==> config.mk <==
export PLATFORM = sky130hd
export DESIGN_NAME = clic_claim_decoder_flat
export DESIGN_NICKNAME = d
export VERILOG_FILES = /design/src/rtl/clic_claim_decoder_pkg.sv /design/src/rtl/clic_claim_decoder_if.sv /design/src/rtl/clic_nest_stack.sv /design/src/rtl/clic_claim_decoder.sv /design/src/flat_wrapper.sv
export SDC_FILE = /design/constraint.sdc
export NUM_CORES = 1
export LEC_CHECK = 0
export CAP_MARGIN = 5
export CORE_MARGIN = 2
export CORE_UTILIZATION = 30
export DETAILED_ROUTE_END_ITERATION = 10
export DONT_BUFFER_PORTS = 1
export GPL_TIMING_DRIVEN = 0
export PLACE_DENSITY_LB_ADDON = 0.1
export SLEW_MARGIN = 20
export SYNTH_ARGS = -nofsm -noshare
export SYNTH_HDL_FRONTEND = slang
export SYNTH_SLANG_ARGS = --single-unit
==> constraint.sdc <==
create_clock -name clk -period 5.36 [get_ports clk]
set_clock_uncertainty 0.15 [all_clocks]
set_input_delay 1.608 -clock clk [delete_from_list [all_inputs] [get_ports clk]]
set_output_delay 1.608 -clock clk [all_outputs]
set_load 0.02 [all_outputs]
==> src/rtl/clic_claim_decoder_pkg.sv <==
// clic_claim_decoder_pkg
//   Shared types and sizing for the CLIC claim path. The encoder emits a
//   winning {id, level} pair (clic_enc_t). The claim decoder stores claimed
//   pairs as clic_entry_t on its nesting stack.
//   Sizing: NUM_INT sources, ID_W id bits, LEVEL_W level bits and DEPTH
//   nesting entries. A level of LEVEL_NONE (0) means "no interrupt".
package clic_claim_decoder_pkg;

  localparam int NUM_INT = 16;
  localparam int ID_W    = $clog2(NUM_INT);
  localparam int LEVEL_W = 8;
  localparam int DEPTH   = 4;
  localparam int DEPTH_W = $clog2(DEPTH + 1);
  localparam int PTR_W   = (DEPTH > 1) ? $clog2(DEPTH) : 1;

  localparam logic [LEVEL_W-1:0] LEVEL_NONE = '0;

  typedef struct packed {
    logic [ID_W-1:0]    id;
    logic [LEVEL_W-1:0] level;
  } clic_entry_t;

  // The encoder output pair has the same shape as a stack entry.
  typedef clic_entry_t clic_enc_t;

  typedef enum logic {
    ST_IDLE,
    ST_OFFER
  } state_t;

  // One-hot decode of an interrupt id.
  function automatic logic [NUM_INT-1:0] id_onehot(input logic [ID_W-1:0] id);
    return {{(NUM_INT-1){1'b0}}, 1'b1} << id;
  endfunction

endpackage

==> src/rtl/clic_claim_decoder_if.sv <==
// clic_claim_decoder_if
//   Bundles the encoder input, the core claim/complete handshake and the
//   status outputs of the claim decoder.
//   master : the claim decoder. It receives enc_* and claim/complete, and it
//            drives irq_*, clr_pend, in_service, cur_level, depth and err.
//   slave  : the encoder/core side, in the opposite directions.
interface clic_claim_decoder_if;
  import clic_claim_decoder_pkg::*;

  logic                 enc_valid;
  logic [ID_W-1:0]      enc_id;
  logic [LEVEL_W-1:0]   enc_level;
  logic                 irq_req;
  logic [ID_W-1:0]      irq_id;
  logic [LEVEL_W-1:0]   irq_level;
  logic                 irq_claim;
  logic                 irq_complete;
  logic [ID_W-1:0]      cmpl_id;
  logic [NUM_INT-1:0]   clr_pend;
  logic [NUM_INT-1:0]   in_service;
  logic [LEVEL_W-1:0]   cur_level;
  logic [DEPTH_W-1:0]   depth;
  logic                 err;

  modport master (
    input  enc_valid, enc_id, enc_level, irq_claim, irq_complete, cmpl_id,
    output irq_req, irq_id, irq_level, clr_pend, in_service, cur_level,
           depth, err
  );

  modport slave (
    output enc_valid, enc_id, enc_level, irq_claim, irq_complete, cmpl_id,
    input  irq_req, irq_id, irq_level, clr_pend, in_service, cur_level,
           depth, err
  );
endinterface

==> src/rtl/clic_nest_stack.sv <==
// clic_nest_stack
//   A DEPTH-entry LIFO of active interrupts, as {id, level} pairs.
//   clk, rst   : clock and synchronous active-high reset (the stack is
//                emptied on reset).
//   push       : push push_entry onto the stack.
//   pop        : remove the top entry. When push and pop happen in the
//                same cycle, the pop is applied first, so the pushed entry
//                replaces the old top.
//   top        : the top entry, or all zeros when the stack is empty.
//   depth      : the number of stored entries.
//   in_service : the OR of the one-hot ids of all stored entries.
//   The caller never pushes onto a full stack unless it also pops, and it
//   never pops an empty stack.
module clic_nest_stack
  import clic_claim_decoder_pkg::*;
(
  input  logic               clk,
  input  logic               rst,
  input  logic               push,
  input  logic               pop,
  input  clic_entry_t        push_entry,
  output clic_entry_t        top,
  output logic [DEPTH_W-1:0] depth,
  output logic [NUM_INT-1:0] in_service
);

  clic_entry_t        entries_reg [DEPTH];
  logic [DEPTH_W-1:0] depth_reg;
  logic [DEPTH_W-1:0] depth_next;
  logic [PTR_W-1:0]   top_ptr;
  logic [PTR_W-1:0]   wr_ptr;

  always_comb begin
    top_ptr = PTR_W'(depth_reg - DEPTH_W'(1));
    wr_ptr  = pop ? top_ptr : PTR_W'(depth_reg);
    depth_next = depth_reg;
    case ({push, pop})
      2'b10:   depth_next = depth_reg + DEPTH_W'(1);
      2'b01:   depth_next = depth_reg - DEPTH_W'(1);
      default: depth_next = depth_reg;
    endcase
  end

  always_ff @(posedge clk) begin
    if (rst) begin
      depth_reg <= '0;
    end else begin
      depth_reg <= depth_next;
    end
  end

  // Entry storage needs no reset. Entries above depth_reg are never observed.
  always_ff @(posedge clk) begin
    if (push) begin
      entries_reg[wr_ptr] <= push_entry;
    end
  end

  assign top   = (depth_reg == '0) ? '0 : entries_reg[top_ptr];
  assign depth = depth_reg;

  // in_service is built as an OR chain over the live entries.
  logic [NUM_INT-1:0] or_chain [DEPTH+1];
  assign or_chain[0] = '0;

  for (genvar gi = 0; gi < DEPTH; gi++) begin : g_svc
    assign or_chain[gi+1] = or_chain[gi] |
        ((DEPTH_W'(gi) < depth_reg) ? id_onehot(entries_reg[gi].id) : '0);
  end

  assign in_service = or_chain[DEPTH];

endmodule

==> src/rtl/clic_claim_decoder.sv <==
// clic_claim_decoder
//   Turns the pending-interrupt encoder winner into a core interrupt
//   request and runs the claim/complete handshake. The module has these
//   parts:
//   - An offer FSM (IDLE/OFFER). Only a level strictly above the current
//     nesting level is offered.
//   - A one-hot pending-clear pulse, issued when an offer is claimed.
//   - Error pulses for a claim made with no offer and for a bad complete.
//   - A nesting stack (clic_nest_stack).
//   Ports:
//   clk, rst : clock and synchronous active-high reset.
//   bus      : clic_claim_decoder_if.master. It carries the encoder input,
//              the core handshake and the status outputs.
module clic_claim_decoder
  import clic_claim_decoder_pkg::*;
(
  input  logic                 clk,
  input  logic                 rst,
  clic_claim_decoder_if.master bus
);

  state_t             state_reg, state_next;
  clic_enc_t          offer_reg, offer_next;
  logic               irq_req_reg, irq_req_next;
  logic [NUM_INT-1:0] clr_pend_reg, clr_pend_next;
  logic               err_reg, err_next;

  clic_enc_t          enc;
  clic_entry_t        top;
  logic [DEPTH_W-1:0] depth_w;
  logic [NUM_INT-1:0] in_service_w;
  logic [NUM_INT-1:0] offer_dec;

  logic elig;
  logic cmpl_hit;
  logic claim_ok;

  assign enc = '{id: bus.enc_id, level: bus.enc_level};

  // Decode the latched offer id, which is the id that a claim clears.
  for (genvar gi = 0; gi < NUM_INT; gi++) begin : g_dec
    assign offer_dec[gi] = (offer_reg.id == ID_W'(gi));
  end

  always_comb begin
    // An empty stack reports top = 0, so cur_level is LEVEL_NONE.
    elig = bus.enc_valid && (enc.level != LEVEL_NONE) &&
           (enc.level > top.level) && (depth_w < DEPTH_W'(DEPTH));
    cmpl_hit = bus.irq_complete && (depth_w != '0) && (bus.cmpl_id == top.id);
    claim_ok = (state_reg == ST_OFFER) && bus.irq_claim;

    state_next    = state_reg;
    offer_next    = offer_reg;
    clr_pend_next = '0;
    err_next      = (bus.irq_complete && !cmpl_hit) ||
                    ((state_reg == ST_IDLE) && bus.irq_claim);

    case (state_reg)
      ST_IDLE: begin
        if (elig) begin
          state_next = ST_OFFER;
          offer_next = enc;
        end
      end
      ST_OFFER: begin
        if (bus.irq_claim) begin
          // A claim takes the latched offer, not the current enc_* value.
          state_next    = ST_IDLE;
          clr_pend_next = offer_dec;
        end else if (!elig) begin
          state_next = ST_IDLE;
        end else if (enc.level > offer_reg.level) begin
          offer_next = enc;
        end
      end
      default: state_next = ST_IDLE;
    endcase

    irq_req_next = (state_next == ST_OFFER);
  end

  always_ff @(posedge clk) begin
    if (rst) begin
      state_reg    <= ST_IDLE;
      offer_reg    <= '0;
      irq_req_reg  <= 1'b0;
      clr_pend_reg <= '0;
      err_reg      <= 1'b0;
    end else begin
      state_reg    <= state_next;
      offer_reg    <= offer_next;
      irq_req_reg  <= irq_req_next;
      clr_pend_reg <= clr_pend_next;
      err_reg      <= err_next;
    end
  end

  // The stack applies a pop before a push in the same cycle, so a complete
  // is checked against the top entry as it was before this cycle.
  clic_nest_stack u_stack (
    .clk        (clk),
    .rst        (rst),
    .push       (claim_ok),
    .pop        (cmpl_hit),
    .push_entry (offer_reg),
    .top        (top),
    .depth      (depth_w),
    .in_service (in_service_w)
  );

  assign bus.irq_req    = irq_req_reg;
  assign bus.irq_id     = offer_reg.id;
  assign bus.irq_level  = offer_reg.level;
  assign bus.clr_pend   = clr_pend_reg;
  assign bus.in_service = in_service_w;
  assign bus.cur_level  = top.level;
  assign bus.depth      = depth_w;
  assign bus.err        = err_reg;

endmodule

==> src/flat_wrapper.sv <==
// flat-port wrapper written by rule: the top's interface ports become plain ports
module clic_claim_decoder_flat import clic_claim_decoder_pkg::*;
  (clk, rst, bus_enc_valid, bus_enc_id, bus_enc_level, bus_irq_claim, bus_irq_complete, bus_cmpl_id, bus_irq_req, bus_irq_id, bus_irq_level, bus_clr_pend, bus_in_service, bus_cur_level, bus_depth, bus_err);
  clic_claim_decoder_if bus_i ();
  input  logic clk;
  input  logic rst;
  input wire logic [$bits(bus_i.enc_valid)-1:0] bus_enc_valid;
  input wire logic [$bits(bus_i.enc_id)-1:0] bus_enc_id;
  input wire logic [$bits(bus_i.enc_level)-1:0] bus_enc_level;
  input wire logic [$bits(bus_i.irq_claim)-1:0] bus_irq_claim;
  input wire logic [$bits(bus_i.irq_complete)-1:0] bus_irq_complete;
  input wire logic [$bits(bus_i.cmpl_id)-1:0] bus_cmpl_id;
  output wire logic [$bits(bus_i.irq_req)-1:0] bus_irq_req;
  output wire logic [$bits(bus_i.irq_id)-1:0] bus_irq_id;
  output wire logic [$bits(bus_i.irq_level)-1:0] bus_irq_level;
  output wire logic [$bits(bus_i.clr_pend)-1:0] bus_clr_pend;
  output wire logic [$bits(bus_i.in_service)-1:0] bus_in_service;
  output wire logic [$bits(bus_i.cur_level)-1:0] bus_cur_level;
  output wire logic [$bits(bus_i.depth)-1:0] bus_depth;
  output wire logic [$bits(bus_i.err)-1:0] bus_err;
  assign bus_i.enc_valid = bus_enc_valid;
  assign bus_i.enc_id = bus_enc_id;
  assign bus_i.enc_level = bus_enc_level;
  assign bus_i.irq_claim = bus_irq_claim;
  assign bus_i.irq_complete = bus_irq_complete;
  assign bus_i.cmpl_id = bus_cmpl_id;
  assign bus_irq_req = bus_i.irq_req;
  assign bus_irq_id = bus_i.irq_id;
  assign bus_irq_level = bus_i.irq_level;
  assign bus_clr_pend = bus_i.clr_pend;
  assign bus_in_service = bus_i.in_service;
  assign bus_cur_level = bus_i.cur_level;
  assign bus_depth = bus_i.depth;
  assign bus_err = bus_i.err;
  clic_claim_decoder u_core (.clk(clk), .rst(rst), .bus(bus_i));
endmodule
Word level (Yosys, flattened, before mapping)

Memory sizes are Yosys's and may differ from the RTL's.
Index checks and enable logic that the tools add are counted.

Bitwise logic cells: 5
Magnitude comparators: 7
Reductions and logical operators: 17
Mux-type cells: 17
Add/sub/neg operators: 2
Shift-type cells: 4
Equal/unequal tests: 22

Operators by type and width:

| operator               | number |
|---|---|
| $mux W16               | 4 |
| $shl A1 B4 Y16 const A | 4 |
| $mux W12               | 5 |
| $or A16 B16 Y16        | 3 |
| $eq A4 B4 Y1 const B   | 8 |
| $pmux W12 S2           | 1 |
| $eq A4 B3 Y1 const B   | 4 |
| $gt A8 B8 Y1           | 2 |
| $eq A4 B2 Y1 const B   | 2 |
| $logic_and A1 B1 Y1    | 8 |
| $reduce_bool A8 Y1     | 1 |
| $lt A1 B3 Y1 const A   | 2 |
| $lt A2 B3 Y1 const A   | 2 |
| $ne A2 B2 Y1 const B   | 3 |
| $pmux W3 S2            | 1 |
| $eq A4 B1 Y1 const B   | 1 |
| $eq A4 B4 Y1           | 1 |
| $logic_not A4 Y1       | 1 |
| $mux W1                | 4 |
| $reduce_and A4 Y1      | 1 |
| $add A3 B1 Y3 const B  | 1 |
| $logic_not A3 Y1       | 1 |
| $lt A3 B3 Y1 const B   | 1 |
| $reduce_bool A3 Y1     | 1 |
| other kinds (11)       | 12 |

Memory bits (writable): 48
Memories: 1
Bits in registers: 33
Output and inout port bits: 57

Memories:

| name                       | depth | bits a word | read ports | clocked after memory_dff | write ports | RTL line              | RTL |
|---|---|---|---|---|---|---|---|
| u_core.u_stack.entries_reg | 4     | 12          | 5          | 0                        | 1           | clic_nest_stack.sv:27 | `clic_entry_t entries_reg [DEPTH];` |

Longest topological paths before layout

An unclocked memory read counts as a cell.

Depth after elaboration: 9
Depth in mapped cells: 16
Mapped depth without buffers: 12

By module

From an unflattened synthesis, not the netlist that was laid out.

Cell total of the unflattened synthesis: 376
Area total of the unflattened synthesis: 4255.3 sq um

Modules (own cells, without submodules):

| module             | cells each | seq. area each (sq um) | area an instance (sq um) | times used |
|---|---|---|---|---|
| clic_nest_stack    | 209        | 1501.4                 | 2705.1                   | 1 |
| clic_claim_decoder | 167        | 600.6                  | 1550.2                   | 1 |

Worst setup path before layout

OpenSTA, ideal clock, no wires.

Path kind: register to output
From: reg u_core.u_stack.depth_reg[0], in the netlist u_core.u_stack.depth[0]
To: out bus_cur_level[1]
Buffers on the path: 3
Path slack: 1.321 ns
Required time: 3.602 ns
Stages on the path, launching flop included: 9
Arrival: 2.281 ns
Cells stage by stage: dfxtp_1 buf_6 inv_1 ha_1 clkbuf_1 clkbuf_1 mux2_2 o211ai_1 inv_1

Word-level cells in the longest chain between the ends: 3
Elaborated cells on any way between the ends: 4
Those cells by class: add/sub: 1; mux: 1; reduce/logical: 1; memory: 1

Ends and longest elaborated chain:

| item                   | RTL line              | RTL |
|---|---|---|
| start, declared        | clic_nest_stack.sv:28 | `logic [DEPTH_W-1:0] depth_reg;` |
| start signal, assigned | clic_nest_stack.sv:48 | `depth_reg <= depth_next;` |
| $sub A3 B1 Y3          | clic_nest_stack.sv:34 | `top_ptr = PTR_W'(depth_reg - DEPTH_W'(1));` |
| $mem_v2 Z4 W12         | --                    |  |
| $mux W12 *             | clic_nest_stack.sv:59 | `assign top = (depth_reg == '0) ? '0 : entries_reg[top_ptr];` |
| end, declared          | flat_wrapper.sv:18    | `output wire logic [$bits(bus_i.cur_level)-1:0] bus_cur_level;` |

Every way passes the cells marked *; elsewhere a longest branch is shown, timed or not.

Worst setup path in the final report

From: reg u_core.u_stack.depth_reg[0], in the netlist u_core.u_stack.depth[0]
To: out bus_cur_level[7]

The elaborated chain is that of the path after synthesis.

==> flow_summary.json <==
{
  "start_util": 0.309,
  "tightest_slew_ns": 1.15,
  "io_buffers": 0,
  "rsz0062_at_grt": "false",
  "syn2layout_area_growth_pct": 13.8,
  "synth.distinct_cells": 42,
  "drtIter0Drc": 158,
  "grt_pass1_wl_um": 16900,
  "setup_violations": 0,
  "drv_cap": 0,
  "dieArea_sq_um": 14700,
  "crit_arrival_ns": 3.27,
  "grt_pass1_vias": 2942,
  "diodes": 0,
  "fmax_ghz": 0.199,
  "hold_path_end": "u_core.u_stack.entries_reg[1][0]",
  "fp.dieW_um": 121,
  "r2r-start": "u_core.u_stack.depth[0]",
  "drc": 0,
  "synth-seq-area-share": 0.511,
  "p_leak_nw": 1.57,
  "r2r-end": "u_core.bus.irq_level[2]",
  "cp_max_fo": 10,
  "viasPerCell": 5.22,
  "period_share": 0.939,
  "io_pins": 78,
  "reg2reg_depth": 15,
  "die_h_um": 121,
  "cts_resized": 0,
  "synth_nets": 414,
  "worstSkewPairLatency_ns": 0.34,
  "stdcell_count": 568,
  "cp_data_required_time_ns": 3.60,
  "setup.worst_path.start_class": "flip-flop",
  "grt_max_degree": 15,
  "relSlewSlack": 0.227,
  "period_needed_ns": 5.03,
  "synthTopCellsByArea": "edfxtp_1, dfxtp_1, ha_1",
  "cts-root-buf": "clkbuf_16",
  "worstSetupEndpointType": "output pin",
  "clockBufferDepth": 2,
  "layout.nets": 429,
  "clk_pin_slew_ns": 0.06,
  "hold_path.class": "flip-flop to flip-flop",
  "synthesis.area_sq_um": 4110,
  "routed_wl_um": 11000,
  "vdd_drop_max_uv": 112,
  "place.gp.congestion": 0.877,
  "dr_total_vias": 2967,
  "hold_path.startpoint": "u_core.bus.irq_level[0]",
  "power.density_nw_per_um2": 319,
  "drtAntennaViolNets": 0,
  "status": "finished clean",
  "cts-buffers-inserted": 9,
  "place_inst": 552,
  "avgSynthCellArea_sq_um": 11.1,
  "routedWlPerCell_um": 19.3,
  "finalHoldViolations": 0,
  "grt_usage": 0.154,
  "finalSetupTns_ns": 0,
  "yosysTopAreaCell": "edfxtp_1",
  "core_sq_um": 13300,
  "cts_tree": "built",
  "htreeDepth": 3,
  "detailed_place_hpwl_um": 8250,
  "drv_slew": 0,
  "cts_sinks": 81,
  "ys_seq_elements": 81,
  "holdBufCountCts": 0,
  "cts_setup_buffers": 0,
  "hold_path_depth": 0,
  "rows": 42,
  "largest_reg_flops": 48,
  "drive_gt1_frac": 0.0995,
  "overflow": 0,
  "fillCellCount": 1358,
  "ys.warnings.count": 0,
  "synth.top_cell.area_share": 0.350,
  "dr.pass1.iters": 4,
  "worstSetupPathType": "flip-flop to output pin",
  "antenna_found_initial": 0,
  "reg2reg_slack_ns": 0.64,
  "postSynthCellCount": 372
}
## critical path, cell delays in order (launching register included)
cell	delay, ns
dfxtp_1	0.54
buf_6	0.20
inv_1	0.12
ha_1	0.30
clkbuf_1	0.25
clkbuf_1	0.57
mux2_2	0.41
o211ai_1	0.35
inv_1	0.20
## final cells by class
class                      instances  area [sq um]  share of cell area
inverter                          19          71.3              0.0152
clock buffer                      12           268              0.0572
buffer                            11          50.0              0.0107
tap                              176           220              0.0471
timing repair buffer               4          22.5             0.00481
multi-input combinational        261          1910               0.408
sequential                        81          2100               0.449
clock inverter                     4          35.0             0.00749
## metrics by stage
stage	utilization	instance area [sq um]	hold WS, ns	setup slack (ns)	total power [mW]
final	0.352	4680	0.512	0.328	1.49
after global routing	0.352	4680	0.543	0.123	1.55
after CTS	0.352	4680	0.514	0.228	1.51
after detailed placement	0.329	4380	0.508	0.535	0.898
after global placement	0.326	4330	0.500	0.106	0.893
after floorplan	-	4110	0.442	1.32	0.847
## kinds of logic (layout without fill, tap and decap cells)
kind of cell / after synthesis / count (layout) / synth area share
AND/OR/NAND/NOR: 139 / 139 / 0.179
buffers and inverters: 30 / 50 / 0.0295
adder cells (fa/ha/maj): 21 / 21 / 0.0639
multiplexers: 33 / 33 / 0.0977
XOR/XNOR: 6 / 6 / 0.0128
AO/OA/AOI/OAI: 62 / 62 / 0.106
flip-flops: 81 / 81 / 0.511
## cells in the mapped netlist
cell,instances
o21ai_0,6
ha_1,21
inv_1,19
o41ai_1,2
or3_1,2
or4_1,1
xor2_1,4
nor2_1,29
nor3_1,8
o2111ai_1,3
nor2b_1,7
nand2_1,28
nor3b_1,5
buf_1,1
nand2_2,1
nand2b_1,31
a32oi_1,4
a31oi_1,1
a22oi_1,10
o311ai_0,4
or4b_1,1
mux2i_1,21
nand4b_1,1
dfxtp_1,33
nor3_4,1
xnor2_1,2
o211ai_1,19
a211oi_1,1
clkbuf_1,8
mux2_2,7
mux4_2,5
a21oi_1,12
buf_2,1
buf_6,1
nor4_1,2
nand3_1,10
and2_1,1
and3b_1,2
nand3b_1,3
edfxtp_1,48
nand4_1,5
and3_1,1
## layout by cell type, fill, tap and decap left out, types with 11 or more instances in the layout
cell type and n:
a21oi_1 11, dfxtp_1 33, edfxtp_1 48, ha_1 21
inv_1 19, mux2i_1 21, nand2_1 28, nand2b_1 31
nor2_1 28, o211ai_1 19
## routing by layer
layer | wire (um) | share of wire | GRT usage | vias to the layer above
li1 | - | - | - | 1422
met1 | 4970 | 0.45 | 0.203 | 1445
met2 | 5210 | 0.47 | 0.244 | 88
met3 | 646 | 0.059 | 0.0423 | 12
met4 | 165 | 0.015 | 0.0487 | 0
met5 | 0 | 0 | 0 | -
## worst max path at each step
stage	slack, ns	endpoint	cells after the start	startpoint
6_report	0.33	bus_cur_level[7]	8	u_core.u_stack.depth[0]
5_1_grt	0.12	bus_cur_level[7]	8	u_core.u_stack.depth[0]
4_1_cts	0.23	bus_cur_level[7]	8	u_core.u_stack.depth[0]
3_5_place_dp	0.54	u_core.bus.irq_level[2]	15	u_core.u_stack.depth[0]
3_3_place_gp	0.11	u_core.u_stack.entries_reg[1][9]	8	u_core.u_stack.depth[0]
2_1_floorplan	1.32	bus_cur_level[1]	8	u_core.u_stack.depth[0]
## power breakdown
group | internal (mW) | switching [mW]
registers | 0.679 | 0.0420
clock network | 0.358 | 0.253
logic | 0.0623 | 0.0967
Note: power is estimated with default switching activity, not from simulation.
